--- src/rtl/conv2d_0_pkg.sv ---
// Shared constants, tagged output word and index helper for the conv2d_0 filter
// output merge path.
package conv2d_0_pkg;

  localparam int DWIDTH         = 32;
  localparam int NUM_FILTERS    = 8;
  localparam int IDW            = 3;
  localparam int BUF_DEPTH      = 4;
  localparam int PIXELS_PER_MAP = 900;

  typedef struct packed {
    logic [IDW-1:0]    id;
    logic [DWIDTH-1:0] data;
  } tagged_word_t;

  // Modular index step used for the round-robin search and pointer advance
  function automatic int wrap_add(input int a, input int b, input int n);
    return (a + b) % n;
  endfunction

endpackage

--- src/rtl/arb_elastic_buf.sv ---
// Small register FIFO absorbing one filter core's output words until the
// arbiter drains them; writes while full and reads while empty are ignored.
module arb_elastic_buf #(
  parameter int DWIDTH    = 32,
  parameter int BUF_DEPTH = 4,
  localparam int AW = $clog2(BUF_DEPTH),
  localparam int CW = $clog2(BUF_DEPTH) + 1
) (
  input  logic              clock,
  input  logic              reset,
  input  logic              wr,
  input  logic [DWIDTH-1:0] wdata,
  input  logic              rd,
  output logic [DWIDTH-1:0] rdata,
  output logic              full,
  output logic              empty,
  output logic [CW-1:0]     count
);

  logic [DWIDTH-1:0] mem [BUF_DEPTH];
  logic [AW-1:0]     wr_ptr;
  logic [AW-1:0]     rd_ptr;
  logic              do_wr;
  logic              do_rd;

  assign full  = (count == CW'(BUF_DEPTH));
  assign empty = (count == '0);
  assign do_wr = wr && !full;
  assign do_rd = rd && !empty;
  assign rdata = mem[rd_ptr];

  always_ff @(posedge clock) begin
    if (do_wr) mem[wr_ptr] <= wdata;
  end

  always_ff @(posedge clock or negedge reset) begin
    if (!reset) begin
      wr_ptr <= '0;
      rd_ptr <= '0;
      count  <= '0;
    end else begin
      if (do_wr) wr_ptr <= wr_ptr + AW'(1);
      if (do_rd) rd_ptr <= rd_ptr + AW'(1);
      case ({do_wr, do_rd})
        2'b10:   count <= count + CW'(1);
        2'b01:   count <= count - CW'(1);
        default: count <= count;
      endcase
    end
  end

endmodule

--- src/rtl/conv2d_0_filter_out_arbiter.sv ---
// Merges NUM_FILTERS filter-core streams into one output FIFO: per-filter elastic
// buffers, round-robin drain tagged with filter id, feature-map boundary alignment.
module conv2d_0_filter_out_arbiter #(
  parameter int DWIDTH         = conv2d_0_pkg::DWIDTH,
  parameter int NUM_FILTERS    = conv2d_0_pkg::NUM_FILTERS,
  parameter int IDW            = conv2d_0_pkg::IDW,
  parameter int BUF_DEPTH      = conv2d_0_pkg::BUF_DEPTH,
  parameter int PIXELS_PER_MAP = conv2d_0_pkg::PIXELS_PER_MAP
) (
  input  logic                          clock,
  input  logic                          reset,
  input  logic [NUM_FILTERS*DWIDTH-1:0] f_wdata,
  input  logic [NUM_FILTERS-1:0]        f_wrreq,
  output logic [NUM_FILTERS-1:0]        f_full,
  output logic [IDW+DWIDTH-1:0]         ff_wdata,
  output logic                          ff_wrreq,
  input  logic                          ff_full,
  output logic                          map_done,
  output logic [NUM_FILTERS-1:0]        overflow_err
);
  import conv2d_0_pkg::*;

  localparam int CW  = $clog2(BUF_DEPTH) + 1;
  localparam int PCW = $clog2(PIXELS_PER_MAP + 1);
  localparam logic [PCW-1:0] PIX_LAST = PCW'(PIXELS_PER_MAP);
  localparam logic [CW-1:0]  DEPTH_C  = CW'(BUF_DEPTH);

  logic [DWIDTH-1:0]      buf_rdata [NUM_FILTERS];
  logic [CW-1:0]          buf_count [NUM_FILTERS];
  logic [PCW-1:0]         pixcnt    [NUM_FILTERS];
  logic [NUM_FILTERS-1:0] buf_full;
  logic [NUM_FILTERS-1:0] buf_empty;
  logic [NUM_FILTERS-1:0] map_complete;
  logic [NUM_FILTERS-1:0] eligible;
  logic [NUM_FILTERS-1:0] grant;
  logic [IDW-1:0]         rr_ptr;
  logic [IDW-1:0]         grant_idx;
  logic [IDW-1:0]         cand_idx;
  logic                   grant_valid;
  logic                   all_done;

  // A filter that finished its map stops competing until every filter has finished
  for (genvar k = 0; k < NUM_FILTERS; k++) begin : g_filter
    arb_elastic_buf #(
      .DWIDTH    (DWIDTH),
      .BUF_DEPTH (BUF_DEPTH)
    ) u_buf (
      .clock (clock),
      .reset (reset),
      .wr    (f_wrreq[k]),
      .wdata (f_wdata[k*DWIDTH +: DWIDTH]),
      .rd    (grant[k]),
      .rdata (buf_rdata[k]),
      .full  (buf_full[k]),
      .empty (buf_empty[k]),
      .count (buf_count[k])
    );

    assign f_full[k]       = buf_full[k];
    assign map_complete[k] = (pixcnt[k] == PIX_LAST);
    assign eligible[k]     = !buf_empty[k] && !map_complete[k];
    assign grant[k]        = grant_valid && (grant_idx == IDW'(k));
  end

  assign all_done = &map_complete;

  always_comb begin
    grant_valid = 1'b0;
    grant_idx   = '0;
    cand_idx    = '0;
    if (!ff_full) begin
      for (int i = 0; i < NUM_FILTERS; i++) begin
        cand_idx = IDW'(wrap_add(int'(rr_ptr), i, NUM_FILTERS));
        if (!grant_valid && eligible[cand_idx]) begin
          grant_valid = 1'b1;
          grant_idx   = cand_idx;
        end
      end
    end
  end

  // Overflow is judged on the pre-read count, so a full buffer drops the word
  // even when it is being popped in the same cycle
  always_ff @(posedge clock or negedge reset) begin
    if (!reset) begin
      rr_ptr       <= '0;
      ff_wrreq     <= 1'b0;
      ff_wdata     <= '0;
      map_done     <= 1'b0;
      overflow_err <= '0;
      for (int k = 0; k < NUM_FILTERS; k++) pixcnt[k] <= '0;
    end else begin
      ff_wrreq <= grant_valid;
      map_done <= all_done;
      if (grant_valid) begin
        rr_ptr   <= IDW'(wrap_add(int'(grant_idx), 1, NUM_FILTERS));
        ff_wdata <= {grant_idx, buf_rdata[grant_idx]};
      end
      for (int k = 0; k < NUM_FILTERS; k++) begin
        if (f_wrreq[k] && (buf_count[k] == DEPTH_C)) overflow_err[k] <= 1'b1;
        if (all_done)      pixcnt[k] <= '0;
        else if (grant[k]) pixcnt[k] <= pixcnt[k] + PCW'(1);
      end
    end
  end

endmodule

--- config.mk ---
export PLATFORM = sky130hd
export DESIGN_NAME = conv2d_0_filter_out_arbiter
export DESIGN_NICKNAME = d
export VERILOG_FILES = /design/src/rtl/conv2d_0_pkg.sv /design/src/rtl/arb_elastic_buf.sv /design/src/rtl/conv2d_0_filter_out_arbiter.sv
export SDC_FILE = /design/constraint.sdc
export NUM_CORES = 1
export LEC_CHECK = 0
export CORE_UTILIZATION = 55
export DETAILED_ROUTE_END_ITERATION = 8
export DONT_BUFFER_PORTS = 1
export GPL_TIMING_DRIVEN = 0
export HOLD_SLACK_MARGIN = 0.12
export PLACE_DENSITY = 0.7
export SETUP_SLACK_MARGIN = 0.5
export SKIP_LAST_GASP = 1
export SLEW_MARGIN = 20
export SYNTH_ARGS = -nofsm -noshare
export SYNTH_HDL_FRONTEND = slang
export SYNTH_SLANG_ARGS = --single-unit
--- constraint.sdc ---
create_clock -name clock -period 7.4 [get_ports clock]
set_clock_uncertainty 0.15 [all_clocks]
set_input_delay 1.11 -clock clock [delete_from_list [all_inputs] [get_ports clock]]
set_output_delay 1.11 -clock clock [all_outputs]
set_load 0.01 [all_outputs]
==> results_dict.tcl, run 1 <==
set metrics [dict create \
    status "completed" \
    power_leakage_nw 19.4 \
    clkSlewWorstSetupHoldPaths_ps 60 \
    synth_area_per_cell_um2 18.9 \
    clock_latency_ps 710 \
    grt.total_usage_pct 26.6 \
    fmax_mhz 151 \
    antenna_found_initial 2 \
    synth-main-ff-cell "edfxtp_1" \
    critPathTopFamily "buffers and inverters" \
    maxCapViolCount 0 \
    clk_path_buf_depth 3 \
    n_fill_cell 5944 \
    timing.rr.start "rr_ptr[0]" \
    p_clk_share_pct 26.4 \
    switchingPower_mw 7.53 \
    design.core.area_um2 88800 \
    antenna_left 0 \
    timing.final.crit_share_pct 89.6 \
    drt-initial-drc-count 2159 \
    std_cell_rows 109 \
    syn2layout_area_growth_pct 13.1 \
    drv_slew 0 \
    die_x_um 302 \
    synth_edf_count 1024 \
    io_buffers 0 \
    syn_nets 2961 \
    fin_nets 3119 \
    final_hold_viol_count 0 \
    ir_drop_v 0.000283 \
    rsz0062_at_grt "yes" \
    setup_viol 0 \
    crit_fanout 10 \
    synthesis.area_um2 49600 \
    cts_root_buf "clkbuf_16" \
    grt_max_degree 185 \
    cp.arrival_ps 7080 \
    period_needed_ps 6630 \
    path_buf_inv 8 \
    yosysTopAreaCell "edfxtp_1" \
    power_frac_comb_pct 31.9 \
    critPathLaunchType "flop" \
    overflow 0 \
    grt_pass1_vias 26000 \
    start_util_pct 55.8 \
    max_slew_margin_pct 34.2 \
    synth_cell_types 73 \
    p_int_mw 15.6 \
    p_per_area_nw_per_um2 412 \
    ys_top_cells_by_count "edfxtp_1, mux4_2, dfrtp_1" \
    ys_async_sr_fraction_pct 15.2 \
    crit_start "rr_ptr[0]" \
    drive_above_1_share_pct 24.4 \
    end_kind "flop" \
    seq_power_share_pct 41.7 \
    ys_warn_count 0 \
    grt_pass1_wl_mm 173 \
    vias 24800 \
    slowest_delay_ps 520 \
    layout_setup_ws_ps 772 \
    first_pass_iters 5 \
    crit_path_cell_trace "clkbuf_2, inv_1, buf_2, ha_1, clkbuf_1, inv_1, clkbuf_2, mux2_2, mux4_2, nor3_1, a32oi_2, nor2_2, clkbuf_2, ha_1, nand2_1, nor2_2, ha_1, inv_1, fa_1, xor2_1, nor2_1, xor2_1" \
    seq_area_frac_synth_pct 71.3 \
    gp_congestion 0.832 \
    crit_slowest_cell "mux4_2" \
    tightest_slew_ps 987 \
    place_area_um2 51900 \
    switching_share_pct 32.6 \
    ys_ff_latch 1208 \
    vias_per_cell 6.11 \
    drc_errors 0 \
    critPathKind "flop to flop" \
    wl_mm 119 \
    r2r_slack_ps 770 \
    hp-class "primary input to async pin" \
    yosysMostFrequentCell "edfxtp_1" \
    cts.sink_count 1208 \
    synthCells 2622 \
    synth_top_area_share_pct 62.0 \
    design_area_um2 56000 \
    cts_made_buffers 120 \
    timing.rr.end "g_filter[7].u_buf.count[2]" \
    cts-htree-levels 3 \
    num_io_pins 320 \
    cts_tree "built" \
    crit_required_ps 7850 \
    routedWlPerCell_um 29.5 \
    die_h_um 302 \
    dp.final_hpwl_mm 86.1 \
    place_ws_ps -985 \
    r2r_cells 22 \
    design.die.area_um2 91300 \
    synthTopCellsByArea "edfxtp_1, mux4_2, dfrtp_1, mux2_2, mux2i_1" \
]
-- power groups by stage --
stage          sequential [mW]  clock (mW)  combinational, mW
6_report                  9.63        6.10               7.37
2_1_floorplan             9.50           0               4.79
4_1_cts                   9.62        6.19               7.44
3_5_place_dp              9.74           0               7.35
3_3_place_gp              9.70           0               6.87
5_1_grt                   9.74        6.45               7.85
-- metrics by stage --
| stage | power [mW] | hold slack (ps) | instances | TNS (ps) | utilization (%) |
|---|---|---|---|---|---|
| 6_report | 23.1 | 123 | 4054 | 0 | 63.1 |
| 5_1_grt | 24.0 | 139 | 4054 | 0 | 63.1 |
| 4_1_cts | 23.3 | 295 | 4051 | 0 | 63.1 |
| 3_5_place_dp | 17.1 | 327 | 3819 | -6170 | 58.5 |
| 3_3_place_gp | 16.6 | 314 | 3787 | -5050 | 57.5 |
| 2_1_floorplan | 14.3 | 297 | 2622 | 0 | - |
-- layer usage --
layer	wire length, µm	global-route usage, %
met3	12800	9.95
met1	43200	32.1
met2	60200	44.7
met5	0	0
met4	3200	7.77
-- what timing repair did --
item,4_1_cts,5_1_grt
resized for setup,10,10
endpoints found under the setup margin,42,10
hold buffers,1,0
buffers inserted,2,0
endpoints found under the hold margin,184,0
pin swaps,1,0
-- kinds of logic (layout without fill, tap and decap cells) --
kind of cell	after synthesis	count (layout)	synth area share (%)
flops	1208	1208	71.3
simple gates	370	370	4.03
compound gates	199	199	3.17
fa+ha+maj	72	72	1.94
xor+xnor	118	118	2.09
mux	430	430	15.6
other cells	0	2	0
buf+inv	225	490	1.88
-- state kept, by name, summed over array words and instances, names as in the netlist --
| register | flops |
|---|---|
| map_done | 1 |
| overflow_err | 8 |
| pixcnt | 80 |
| ff_wrreq | 1 |
| ff_wdata | 35 |
| g_filter.u_buf.count | 24 |
| rr_ptr | 3 |
| g_filter.u_buf.wr_ptr | 16 |
| g_filter.u_buf.rd_ptr | 16 |
| g_filter.u_buf.mem | 1024 |
-- how the worst max path moves through the flow --
stage	endpoint	slack, ps	cells after the start
3_3_place_gp	g_filter[3].u_buf.count[2]	-870	24
6_report	g_filter[7].u_buf.count[2]	770	22
4_1_cts	g_filter[3].u_buf.count[2]	520	24
3_5_place_dp	g_filter[3].u_buf.count[2]	-980	24
5_1_grt	g_filter[3].u_buf.count[2]	460	25
2_1_floorplan	g_filter[3].u_buf.count[2]	1150	24
-- placed cells by master, fill, tap and decap left out, types with 53 or more instances in the layout --
| cell type | n |
|---|---|
| mux2_2 | 78 |
| mux2i_1 | 84 |
| ha_1 | 64 |
| nand2_1 | 56 |
| inv_1 | 81 |
| xor2_1 | 53 |
| nor2_1 | 71 |
| clkbuf_1 | 109 |
| dfrtp_1 | 184 |
| clkbuf_16 | 122 |
| mux4_2 | 264 |
| edfxtp_1 | 1024 |
| xnor2_1 | 65 |
-- final cells by class --
class	instances	area, µm²	area share [%]
Clock inverter	76	709	1.27
Antenna cell	2	5.00	0.00893
Timing Repair Buffer	36	913	1.63
Multi-Input combinational cell	1189	13300	23.8
Sequential cell	1208	35400	63.1
Clock buffer	153	3310	5.91
Buffer	140	629	1.12
Tap cell	1165	1460	2.60
Inverter	85	319	0.569
(Power assumes the default switching activity.)
==> run 2, diff against run 1 <==
Settings changed: CORE_MARGIN set to 5.
==> run 2 against run 1 <==
- sequential cell count unchanged
- setup slack better by 84 ps
- combinational power down 0.9%
- clock-buffer cell count down 6
- non-clock buffer count up 1
- largest power group unchanged
- highest routed layer is now met5
- power down 0.30%
==> results_dict.tcl, run 2 (synthesized netlist as in run 1, its figures left out) <==
set metrics [dict create \
    status "completed" \
    design.die.area_um2 96200 \
    setup_viol 0 \
    syn2layout_area_growth_pct 13.0 \
    layout_common_cells "edfxtp_1, mux4_2, dfrtp_1" \
    drive_above_1_share_pct 23.3 \
    die_h_um 310 \
    die_x_um 310 \
    period_needed_ps 6540 \
    cts.sink_count 1208 \
    cts_made_buffers 117 \
    vias_per_cell 6.15 \
    antenna_cells 0 \
    critPathLaunchType "flop" \
    critPathKind "flop to flop" \
    crit_slowest_cell "mux4_2" \
    clock_latency_ps 730 \
    cts_root_buf "clkbuf_16" \
    largest_reg_flops 1024 \
    std_cell_rows 110 \
    routedWlPerCell_um 29.7 \
    hp-class "primary input to flop" \
    slowest_delay_ps 530 \
    end_kind "flop" \
    grt_max_degree 185 \
    max_slew_margin_pct 20.5 \
    grt_pass1_wl_mm 175 \
    design.core.area_um2 89700 \
    dp.final_hpwl_mm 88.0 \
    drc_errors 0 \
    final_hold_viol_count 0 \
    finalPower_mw 23.0 \
    regMostFlops "g_filter.u_buf.mem" \
    crit_required_ps 7880 \
    first_pass_iters 5 \
    start_util_pct 55.2 \
    antenna_found_initial 4 \
    path_buf_inv 9 \
    clk_path_buf_depth 3 \
    fin_nets 3117 \
    cts_tree "built" \
    clkSlewWorstSetupHoldPaths_ps 70 \
    maxCapViolCount 0 \
    drt-initial-drc-count 2420 \
    fmax_mhz 153 \
    crit_path_cell_trace "clkbuf_2, inv_1, clkbuf_4, ha_1, clkbuf_2, inv_1, clkbuf_2, mux2_2, mux4_2, nor3_1, nand2_1, or3_1, and2_2, inv_1, ha_1, clkbuf_1, o211ai_1, nor2_2, ha_1, inv_1, fa_1, xor2_1, nor2_1, xor2_1" \
    crit_top_cell "inv_1" \
    wl_mm 120 \
    overflow 0 \
    num_io_pins 320 \
    p_per_area_nw_per_um2 411 \
    power_leakage_nw 19.4 \
    final_common_cell "edfxtp_1" \
    antenna_left 0 \
    crit_fanout 10 \
    tightest_slew_ps 1180 \
    cts-htree-levels 3 \
    grt_pass1_vias 25900 \
    cp.arrival_ps 7030 \
    drv_slew 0 \
    ir_drop_v 0.000358 \
    reg.largest.list "g_filter.u_buf.mem (1024), pixcnt (80), ff_wdata (35)" \
    gp_congestion 0.820 \
    rsz0062_at_grt "yes" \
    io_buffers 0 \
    timing.final.crit_share_pct 88.4 \
    critPathTopFamily "buffers and inverters" \
    finish.utilization_pct 62.4 \
    n_fill_cell 6141 \
    grt.total_usage_pct 25.2 \
    vias 25000 \
]
run 2: cell count changes in the layout (fill, tap and decap cells not counted), moves of 3 or more:
cell,before,now
clkbuf_16,122,118
clkinv_2,38,20
bufinv_16,10,15
clkbuf_8,14,4
inv_6,7,4
clkinv_1,11,27
buf_12,5,8
clkbuf_1,109,119
buf_16,29,26
run 2: area by class of cell:
class,count,area (µm²),area share (%)
Buffer,140,629,1.12
Clock buffer,147,3100,5.54
Clock inverter,76,860,1.54
Inverter,85,319,0.570
Multi-Input combinational cell,1189,13300,23.8
Sequential cell,1208,35400,63.2
Tap cell,1176,1470,2.63
Timing Repair Buffer,37,901,1.61
run 2: final timing paths:
check                                            from                           end  slack [ps]  depth (start not counted)
setup / recovery                            rr_ptr[0]    g_filter[1].u_buf.count[2]         860                         24
max in group asynchronous                       reset               overflow_err[3]        5190                          3
hold / removal                            f_wdata[57]  g_filter[1].u_buf.mem[2][25]         320                          0
setup reg to reg                            rr_ptr[0]    g_filter[1].u_buf.count[2]         860                         24
min in group asynchronous                       reset   g_filter[0].u_buf.rd_ptr[0]         820                          2
hold reg to reg            g_filter[0].u_buf.count[2]    g_filter[0].u_buf.count[2]         340                          1
run 2: power breakdown:
part,internal [mW],total [mW],switching (mW)
registers,8.97,9.63,0.668
logic,3.08,7.30,4.22
clock network,3.51,6.09,2.58
run 2: through the flow:
step | setup slack (ps) | TNS (ps) | instances | area, µm² | hold WS [ps]
global placement | -1190 | -10140 | 3798 | 51000 | 315
CTS | 370 | 0 | 4056 | 55900 | 267
global route | 497 | 0 | 4058 | 56000 | 282
detailed placement | -1370 | -13120 | 3830 | 51900 | 322
floorplan | 1150 | 0 | 2622 | 49600 | 297
finish | 856 | 0 | 4058 | 56000 | 318
run 2: per-layer routing:
| layer | GRT usage [%] | part of all wire, % |
|---|---|---|
| met1 | 32.4 | 38 |
| met2 | 41.5 | 49 |
| met3 | 9.52 | 11 |
| met4 | 5.97 | 2.3 |
| met5 | 0 | 0.027 |
run 2: repair_timing:
| item | 4_1_cts | 5_1_grt |
|---|---|---|
| hold buffers | 1 | 1 |
| pin swaps | 1 | 1 |
| setup endpoints to repair | 75 | 12 |
| gates resized for setup | 12 | 8 |
| setup buffers | 2 | 0 |
| endpoints found under the hold margin | 184 | 11 |
==> run 3, diff against run 2 <==
Settings changed: CORE_UTILIZATION 55 to 63, PLACE_DENSITY 0.7 to 0.79, SLEW_MARGIN 20 to 10.
==> run 3 against run 2 <==
- sequential power is 0.6% higher
- critical path depth did not move
- global-route usage grew 4.1 points
- cell count is 3.6% lower
- setup slack worse by 1.2 ps
- core utilization grew 9.2 points
- combinational power is 0.5% higher
- sequential share of layout area grew 0.41 points
- maximum frequency is essentially flat
- clock power about the same
- via count up 3.2%
==> results_dict.tcl, run 3 (synthesized netlist as in run 1, its figures left out) <==
set metrics [dict create \
    status "completed" \
    io_buffers 0 \
    ir_drop_v 0.000319 \
    drc_errors 0 \
    crit_required_ps 7850 \
    switching_share_pct 32.7 \
    num_io_pins 320 \
    cts_root_buf "clkbuf_16" \
    crit_fanout 10 \
    crit_slowest_cell "mux4_2" \
    die_h_um 290 \
    antenna_found_initial 5 \
    place_area_um2 51600 \
    cts.sink_count 1208 \
    std_cell_rows 102 \
    design.core.area_um2 77700 \
    design.die.area_um2 84400 \
    fin_nets 3109 \
    max_slew_margin_pct 22.1 \
    design_area_um2 55600 \
    fin_hold_ws_ps 232 \
    start_util_pct 63.8 \
    switchingPower_mw 7.55 \
    drt-initial-drc-count 2592 \
    end_kind "flop" \
    cts_tree "built" \
    overflow 0 \
    p_int_mw 15.5 \
    power_leakage_nw 19.3 \
    period_needed_ps 6550 \
    wl_met2_mm 62.4 \
    finalPower_mw 23.1 \
    layout_setup_ws_ps 854 \
    place_ws_ps -1100 \
    maxCapViolCount 0 \
    clock_latency_ps 700 \
    syn2layout_area_growth_pct 12.2 \
    wl_mm 124 \
    die_x_um 290 \
    grt.total_usage_pct 29.3 \
    power_frac_comb_pct 31.8 \
    antenna_left 0 \
    crit_top_cell "inv_1" \
    slowest_delay_ps 520 \
    routedWlPerCell_um 31.6 \
    tightest_slew_ps 1150 \
    reg.largest.list "g_filter.u_buf.mem (1024), pixcnt (80), ff_wdata (35)" \
    top_layer_used "met5" \
    critPathKind "flop to flop" \
    p_per_area_nw_per_um2 415 \
    layout_common_cells "edfxtp_1, mux4_2, dfrtp_1" \
    wirelength_met1_mm 42.0 \
    gp_congestion 0.898 \
    clk_path_buf_depth 3 \
    cts-htree-levels 3 \
    regMostFlops "g_filter.u_buf.mem" \
    dp.final_hpwl_mm 86.0 \
    timing.final.crit_share_pct 88.5 \
    vias 25800 \
    fin_cells 3912 \
    fmax_mhz 153 \
    cp.arrival_ps 7000 \
    antenna_cells 0 \
    crit_path_cell_trace "clkbuf_2, inv_1, buf_2, ha_1, clkbuf_2, inv_1, clkbuf_2, mux2_2, mux4_2, nor3_2, nand2_1, or3_1, and2_1, inv_1, ha_1, clkbuf_1, o211ai_1, nor2_2, ha_1, inv_1, fa_1, xor2_1, nor2_1, xor2_1" \
    seq_power_share_pct 42.0 \
    met3_length_mm 14.7 \
    final_common_cell "edfxtp_1" \
    grt_max_degree 185 \
    rsz0062_at_grt "no" \
    post-place-cells 3690 \
    p_clk_share_pct 26.3 \
    clkSlewWorstSetupHoldPaths_ps 60 \
    grt_pass1_wl_mm 181 \
    hp-class "primary input to async pin" \
    grt_pass1_vias 26800 \
    critPathLaunchType "flop" \
    vias_per_cell 6.59 \
    drive_above_1_share_pct 23.2 \
    cts_made_buffers 115 \
    first_pass_iters 5 \
    largest_reg_flops 1024 \
    drv_slew 0 \
    final_hold_viol_count 0 \
    setup_viol 0 \
]
run 3: layout make-up:
class / instances / area, µm²
Clock inverter: 66 / 857
Buffer: 140 / 627
Multi-Input combinational cell: 1189 / 13400
Inverter: 85 / 319
Clock buffer: 153 / 3110
Timing Repair Buffer: 31 / 701
Tap cell: 1040 / 1300
Sequential cell: 1208 / 35400
Fill cell: 4394 / 22100
run 3: power by group through the flow:
stage | registers (mW) | logic [mW] | clock network [mW]
after floorplan | 9.50 | 4.79 | 0
after global placement | 9.70 | 6.75 | 0
after detailed placement | 9.77 | 7.20 | 0
after CTS | 9.67 | 7.34 | 6.13
after global routing | 9.78 | 7.79 | 6.45
final | 9.69 | 7.34 | 6.07
run 3: final timing paths:
| kind | start | slack, ps | cells after the start | endpoint |
|---|---|---|---|---|
| max reg2reg | rr_ptr[0] | 850 | 24 | g_filter[1].u_buf.count[2] |
| max in group asynchronous | reset | 5900 | 1 | pixcnt[40] |
| min in group clock | pixcnt[3] | 330 | 1 | pixcnt[3] |
| min reg2reg | pixcnt[3] | 330 | 1 | pixcnt[3] |
| min | reset | 230 | 1 | g_filter[0].u_buf.rd_ptr[1] |
| max | rr_ptr[0] | 850 | 24 | g_filter[1].u_buf.count[2] |
run 3: critical path: cells and delay by family, from the launching register on:
family	cells	cell delay [ps]
compound gates	1	280
flops	1	380
buf+inv	9	1820
xor+xnor	2	310
simple gates	6	1570
fa+ha+maj	4	1040
mux	2	930
run 3: metal layers:
layer | global-route usage [%] | vias to the layer above
met1 | 36.2 | 13500
met2 | 48.8 | 1343
met4 | 8.91 | 4
met5 | 0 | -
li1 | - | 10700
met3 | 11.1 | 224
run 3: repair_timing:
item / CTS / global route
hold endpoints to repair: 184 / 0
gates resized for setup: 11 / 10
setup buffers: 2 / 0
hold buffers: 1 / 0
setup endpoints to repair: 43 / 10
pin swaps: 1 / 1
run 3: stage by stage:
| step | utilization, % | setup TNS (ps) |
|---|---|---|
| 4_1_cts | 71.5 | 0 |
| 5_1_grt | 71.6 | 0 |
| 3_3_place_gp | 65.4 | -4510 |
| 3_5_place_dp | 66.3 | -6620 |
| 6_report | 71.6 | 0 |
| 2_1_floorplan | - | 0 |
